## src/rtl/mem_loader.sv

```systemverilog
// Framed byte-stream loader: assembles little-endian words and issues write strobes
// into a word-addressed memory. Optional frame checksum: MEM_LOADER_CHECKSUM_EN.
module mem_loader #(
    parameter int DATA_WIDTH = 32,
    parameter int ADDR_WIDTH = 8
) (
    input  logic                  clk,
    input  logic                  resetn,
    input  logic [7:0]            in_data,
    input  logic                  in_valid,
    output logic                  in_ready,
    output logic [ADDR_WIDTH-1:0] mem_addr,
    output logic [DATA_WIDTH-1:0] mem_wdata,
    output logic                  mem_we,
    output logic                  busy,
    output logic                  done,
    output logic                  error
);
    localparam int BYTES = DATA_WIDTH / 8;
    localparam logic [15:0] ADDR_MASK = 16'((32'd1 << ADDR_WIDTH) - 1);
    localparam logic [7:0] SYNC = 8'hA5;

    typedef enum logic [3:0] {
        IDLE, ADDR0, ADDR1, CNT0, CNT1, DATA, WRITE,
`ifdef MEM_LOADER_CHECKSUM_EN
        CSUM,
`endif
        DONE
    } state_t;

`ifdef MEM_LOADER_CHECKSUM_EN
    localparam state_t TAIL = CSUM;
`else
    localparam state_t TAIL = DONE;
`endif

    state_t                  state, state_nxt;
    logic [15:0]             addr_q;
    logic [15:0]             cnt_q;
    logic [DATA_WIDTH-1:0]   word_q, word_nxt;
    logic [2:0]              lane_q;
    logic                    fire, last_lane;

    assign in_ready  = resetn && (state != WRITE) && (state != DONE);
    assign fire      = in_valid && in_ready;
    assign last_lane = (lane_q == 3'(BYTES - 1));
    assign mem_we    = (state == WRITE);
    assign busy      = (state != IDLE);
    assign done      = (state == DONE);

    always_comb begin
        word_nxt = word_q;
        for (int i = 0; i < BYTES; i++)
            if (lane_q == 3'(i)) word_nxt[i*8 +: 8] = in_data;
    end

    always_comb begin
        state_nxt = state;
        case (state)
            IDLE:  if (fire && in_data == SYNC) state_nxt = ADDR0;
            ADDR0: if (fire) state_nxt = ADDR1;
            ADDR1: if (fire) state_nxt = CNT0;
            CNT0:  if (fire) state_nxt = CNT1;
            CNT1:  if (fire) state_nxt = ({in_data, cnt_q[7:0]} == 16'd0) ? TAIL : DATA;
            DATA:  if (fire && last_lane) state_nxt = WRITE;
            WRITE: state_nxt = (cnt_q == 16'd1) ? TAIL : DATA;
`ifdef MEM_LOADER_CHECKSUM_EN
            CSUM:  if (fire) state_nxt = DONE;
`endif
            DONE:  state_nxt = IDLE;
            default: state_nxt = IDLE;
        endcase
    end

    always_ff @(posedge clk) begin
        if (!resetn) begin
            state     <= IDLE;
            addr_q    <= '0;
            cnt_q     <= '0;
            word_q    <= '0;
            lane_q    <= '0;
            mem_addr  <= '0;
            mem_wdata <= '0;
        end else begin
            state <= state_nxt;
            case (state)
                ADDR0: if (fire) addr_q <= {8'h00, in_data};
                ADDR1: if (fire) addr_q <= {in_data, addr_q[7:0]} & ADDR_MASK;
                CNT0:  if (fire) cnt_q[7:0]  <= in_data;
                CNT1:  if (fire) cnt_q[15:8] <= in_data;
                DATA: if (fire) begin
                    word_q <= word_nxt;
                    lane_q <= last_lane ? 3'd0 : lane_q + 3'd1;
                    // Latch the strobe payload now so it is stable for the whole WRITE cycle
                    if (last_lane) begin
                        mem_wdata <= word_nxt;
                        mem_addr  <= addr_q[ADDR_WIDTH-1:0];
                    end
                end
                WRITE: begin
                    addr_q <= (addr_q + 16'd1) & ADDR_MASK;
                    cnt_q  <= cnt_q - 16'd1;
                end
                default: ;
            endcase
        end
    end

`ifdef MEM_LOADER_CHECKSUM_EN
    logic [7:0] sum_q, sum_nxt;
    logic       error_q;

    assign sum_nxt = sum_q + in_data;
    assign error   = error_q;

    // Sum covers every byte after sync; the CSUM byte itself must bring it to zero
    always_ff @(posedge clk) begin
        if (!resetn) begin
            sum_q   <= '0;
            error_q <= 1'b0;
        end else if (fire) begin
            if (state == IDLE) begin
                if (in_data == SYNC) begin
                    sum_q   <= '0;
                    error_q <= 1'b0;
                end
            end else begin
                sum_q <= sum_nxt;
                if (state == CSUM && sum_nxt != 8'h00) error_q <= 1'b1;
            end
        end
    end
`else
    assign error = 1'b0;
`endif

endmodule

```

## config.mk

```make
export PLATFORM = sky130hd
export DESIGN_NAME = mem_loader
export DESIGN_NICKNAME = d
export VERILOG_FILES = /design/src/rtl/mem_loader.sv
export SDC_FILE = /design/constraint.sdc
export NUM_CORES = 1
export LEC_CHECK = 0
export BUFFER_PORTS_ARGS = -buffer_cell sky130_fd_sc_hd__buf_2
export CAP_MARGIN = 30
export CORE_UTILIZATION = 40
export DETAILED_ROUTE_END_ITERATION = 7
export PLACE_DENSITY = 0.69
export SLEW_MARGIN = 20
export SYNTH_ARGS = -nofsm -noshare
export SYNTH_HDL_FRONTEND = slang
export SYNTH_SLANG_ARGS = --single-unit
```

## constraint.sdc

```tcl
create_clock -name clk -period 2.5 [get_ports clk]
set_input_delay 0 -clock clk [delete_from_list [all_inputs] [get_ports clk]]
set_output_delay 0 -clock clk [all_outputs]
set_load 0.005 [all_outputs]
```

# After elaboration in Yosys (flattened, before gate mapping)
# Cells that the tools add are included.
[op_classes]
add_sub_neg = 3
eq_ne = 20
muxes = 20
bitwise_logic = 1
n_reduce_logical = 18
[op_table]
columns = ["op", "n"]
rows = [
  ["16-bit one-hot mux with 3 select lines", 1],
  ["8-bit two-way mux", 5],
  ["16-bit two-way mux", 2],
  ["8-bit one-hot mux with 2 select lines", 2],
  ["4-bit one-hot mux with 7 select lines", 1],
  ["4-bit two-way mux", 6],
  ["16-bit by 1-bit equality test with 1-bit output (second input constant)", 1],
  ["4-bit by 3-bit equality test with 1-bit output (second input constant)", 4],
  ["16-bit logical NOT", 1],
  ["16-bit by 1-bit subtractor with 16-bit output (second input constant)", 1],
  ["2-bit inequality test (second input constant)", 6],
  ["8-bit by 1-bit adder with 8-bit output (second input constant)", 1],
  ["4-bit by 2-bit equality test with 1-bit output (second input constant)", 2],
  ["8-bit equality test (second input constant)", 1],
  ["4-bit by 3-bit inequality test with 1-bit output (second input constant)", 2],
  ["3-bit by 2-bit equality test with 1-bit output (second input constant)", 2],
  ["2-bit AND reduction", 3],
  ["3-bit AND reduction", 2],
  ["6-bit AND reduction", 1],
  ["2-bit nonzero test", 3],
  ["1-bit logical AND", 5],
  ["4-bit by 1-bit equality test with 1-bit output (second input constant)", 1],
  ["4-bit logical NOT", 1],
  ["2-bit two-way mux", 2],
  ["6 further kinds", 6],
]
[word_totals]
ff_bits = 103
inputBits = 11
elab_cells = 70

# Longest topological paths before layout
[logic_depth]
depth_word = 7
ltp_mapped = 9

# Worst setup path before layout
# OpenSTA, ideal clock, no wires.
[synth_timing]
kind = "register to register"
start = "register cnt_q[2]"
end = "register cnt_q[13]"
setup_ns = 0.130
t_arrival_ns = 1.869
slack_ns = 0.500
stages_incl_launch_ff = 6
path_buffers = 1
synth_period_minus_slack_ns = 2.000
path_cell_list = "dfxtp_1 > or4_1 > buf_6 > or4_4 > o311ai_1 > a21oi_1"
[synth_between]
elab_chain_len = 2
[synth_lines]
columns = ["item", "line_no", "text"]
rows = [
  ["start, declared", "39", "logic [15:0] cnt_q;"],
  ["start signal, assigned", "89", "CNT0: if (fire) cnt_q[7:0] <= in_data;"],
  ["start signal, assigned", "102", "cnt_q <= cnt_q - 16'd1;"],
  ["16-bit by 1-bit subtractor with 16-bit output", "102", ""],
  ["8-bit one-hot mux with 2 select lines", "86", "case (state)"],
]
# Every way passes these cells.
# A chain may end at the register's enable or synchronous reset.

# Final worst setup path
# Ends and elaborated chain as after synthesis.

==> results.cfg <==
[route]
firstDrtPassIters = 4
vias_per_cell = 5.44
antenna_left = 0
drc = 0
wire_per_inst_um = 14.7
wirelength_um = 10500
drt_first_iter_violations = 193
vias = 3882

[timing]
fmax_mhz = 460
clock_skew_ns = 0.00999
setup_violations = 0
worst_slew_pin_slew_ns = 0.644
rsz0062_at_grt = no
period_needed_ns = 2.17
drv_slew = 0
slew_headroom_pct = 57.0
hold_violations = 0
holdWs_ns = 0.0384
period_share_pct = 87.0
setup_ws_ns = 0.325
setup_tns_ns = 0

[yosys]
yosysTopAreaCell = dfxtp_1
synth_area_leaders = dfxtp_1 44%, a21oi_1 8.7%, nand2_1 7.1%
syn_avg_cell_area_um2 = 8.01
ys_seq_area_share_pct = 44.0
ys_ff_latch = 94
yosys_most_used_dff = dfxtp_1
synth_cell_types = 47
synth_edf_count = 0
synthTopCellsByCount = 94 x dfxtp_1, 81 x nand2_1, 74 x a21oi_1, 48 x nor2_1, 40 x clkbuf_1
yosys_warnings = 0
synth_cells = 534
synth.top_cell.area_share_pct = 44.0
synthesis.area_um2 = 4280
synth_most_common_cell = dfxtp_1
syn_nets = 553
async_flop_share_pct = 0

[setup_path]
cpPeakStageDelay_ns = 0.72
reg2reg_slack_ns = 0.33
path_cells = or4_1, or4_4, o311ai_1, a21oi_1
critPathMaxFanout = 10
cp_slowest_cell = or4_1
r2r_start = cnt_q[2]
cp_data_arrival_time_ns = 2.43
path_buf_inv = 0
required_ns = 2.75
path_class = reg -> reg
worst_path_dominant_cell_family = simple AND/OR/NAND/NOR gates
reg2reg_to = cnt_q[13]
start_kind = flop
r2r_cells = 4
cp-end-kind = flop

[clocking]
postCtsSetupRepairBufs = 0
clkTransAtPathRegs_ns = 0.10
cts_tree = yes
clkLatencyLatePin_ns = 0.36
cts_buffers = 9
clock-sinks = 94
cts_root_buffer = clkbuf_8
cts_buffer_depth = 2
cts_max_level = 3

[power_and_ir_drop]
power.density_nw_per_um2 = 610
power_switching_mw = 0.802
ir_worst_vdd_v = 0.000242
intPower_mw = 2.19
p_leak_nw = 1.84
switching_share_pct = 26.9
power_mw = 2.99
clkPwrFrac_pct = 35.6
p_comb_share_pct = 12.1
p_seq_share_pct = 52.3

[grt]
overflow = 0
grt_pass1_wl_um = 17100
antenna_found_initial = 0
grt_max_degree = 41
grt_usage_pct = 19.3
grt_pass1_vias = 3597

[place]
post-place-cells = 697
io_buffers = 54
routabilityCongestion = 0.909
dp_slack_ns = 0.342
hpwl_um = 6830
place_area_um2 = 4680

[die]
die_x_um = 105
fp-row-count = 37
initial_utilization_pct = 41.4
die_h_um = 105
ios = 56
dieArea_um2 = 11100
core-area_um2 = 10300

[layout]
nNetsFinal = 592
utilization_pct = 47.4
layout-drive-gt1-share_pct = 16.3
layout.cells.non_filler = 714
fin_area_um2 = 4900
diodes = 0
synthToLayoutAreaGrowth_pct = 14.5

[outcome]
outcome = finished clean

[worst_hold_path]
worstHoldStart = in_data[6]
hp-class = in -> reg
min_path_cells = 3
holdPathEnd = mem_wdata[30]

[job]
maxCapViolations = 0
==> worst max-delay path by stage <==
stage                        start        end  cells after the start
after floorplan           cnt_q[2]  cnt_q[13]                      5
after CTS                 cnt_q[2]  cnt_q[13]                      4
final                     cnt_q[2]  cnt_q[13]                      4
after global placement    cnt_q[2]  cnt_q[13]                      4
after detailed placement  cnt_q[2]  cnt_q[13]                      4
after global routing      cnt_q[2]  cnt_q[13]                      4
==> area by class of cell <==
| class | count | area (µm²) |
|---|---|---|
| Sequential cell | 94 | 1880 |
| Clock inverter | 4 | 53.8 |
| Fill cell | 1032 | 5430 |
| Timing Repair Buffer | 73 | 415 |
| Multi-Input combinational cell | 387 | 2190 |
| Tap cell | 136 | 170 |
| Inverter | 8 | 30.0 |
| Clock buffer | 12 | 155 |
==> kinds of logic after synthesis <==
family,Yosys count,share of synthesized area [%]
simple gates,221,24.0
compound gates,131,18.6
flops,94,44.0
buf+inv,53,4.97
mux,24,5.62
fa+ha+maj,8,2.34
xor+xnor,2,0.410
other cells,1,0.0877
==> state kept, by name, indices dropped and copies added, names as in the netlist <==
name,flops
mem_wdata,32
word_q,24
cnt_q,16
addr_q,8
mem_addr,8
lane_q,3
state,3
==> power groups by stage <==
stage / Clock, mW / Combinational, mW / Sequential (mW)
3_5_place_dp: 0 / 0.357 / 1.60
3_3_place_gp: 0 / 0.349 / 1.59
2_1_floorplan: 0 / 0.268 / 1.58
4_1_cts: 1.08 / 0.360 / 1.56
6_report: 1.06 / 0.360 / 1.56
5_1_grt: 1.14 / 0.397 / 1.57
==> timing repair <==
item,4_1_cts,5_1_grt
hold buffers,1,0
gates resized for setup,0,0
hold endpoints to repair,2,0
==> per-layer routing <==
metal	up-vias	part of all wire (%)	GRT usage [%]
li1	1960	-	-
met4	0	2.2	8.05
met1	1795	45	23.6
met5	-	0	0
met2	106	47	33.5
met3	21	5.8	3.34
==> placed cells by master (no fill, tap or decap), types with 2 or more instances in the layout <==
master / n
or4_1: 5
nand4_1: 4
a211oi_1: 27
a31oi_1: 4
nor3_2: 2
a21oi_1: 74
o21ai_0: 6
buf_2: 54
and2_1: 3
or3_1: 6
or2_1: 2
clkbuf_8: 11
inv_1: 6
and3_1: 7
nor2b_1: 5
nor3_1: 14
buf_4: 18
o211ai_1: 4
nand2b_1: 3
ha_1: 8
nor4_1: 3
a311oi_1: 4
nor2_1: 47
mux2i_1: 24
nand3_1: 35
nand2_1: 81
inv_2: 2
o311ai_0: 2
dfxtp_1: 94
clkinvlp_4: 2
==> tightest hold or removal path, cell delays in order <==
cell and delay, ns:
buf_2 0.21, nand2_1 0.09, a21oi_1 0.05
(Power assumes the default switching activity.)
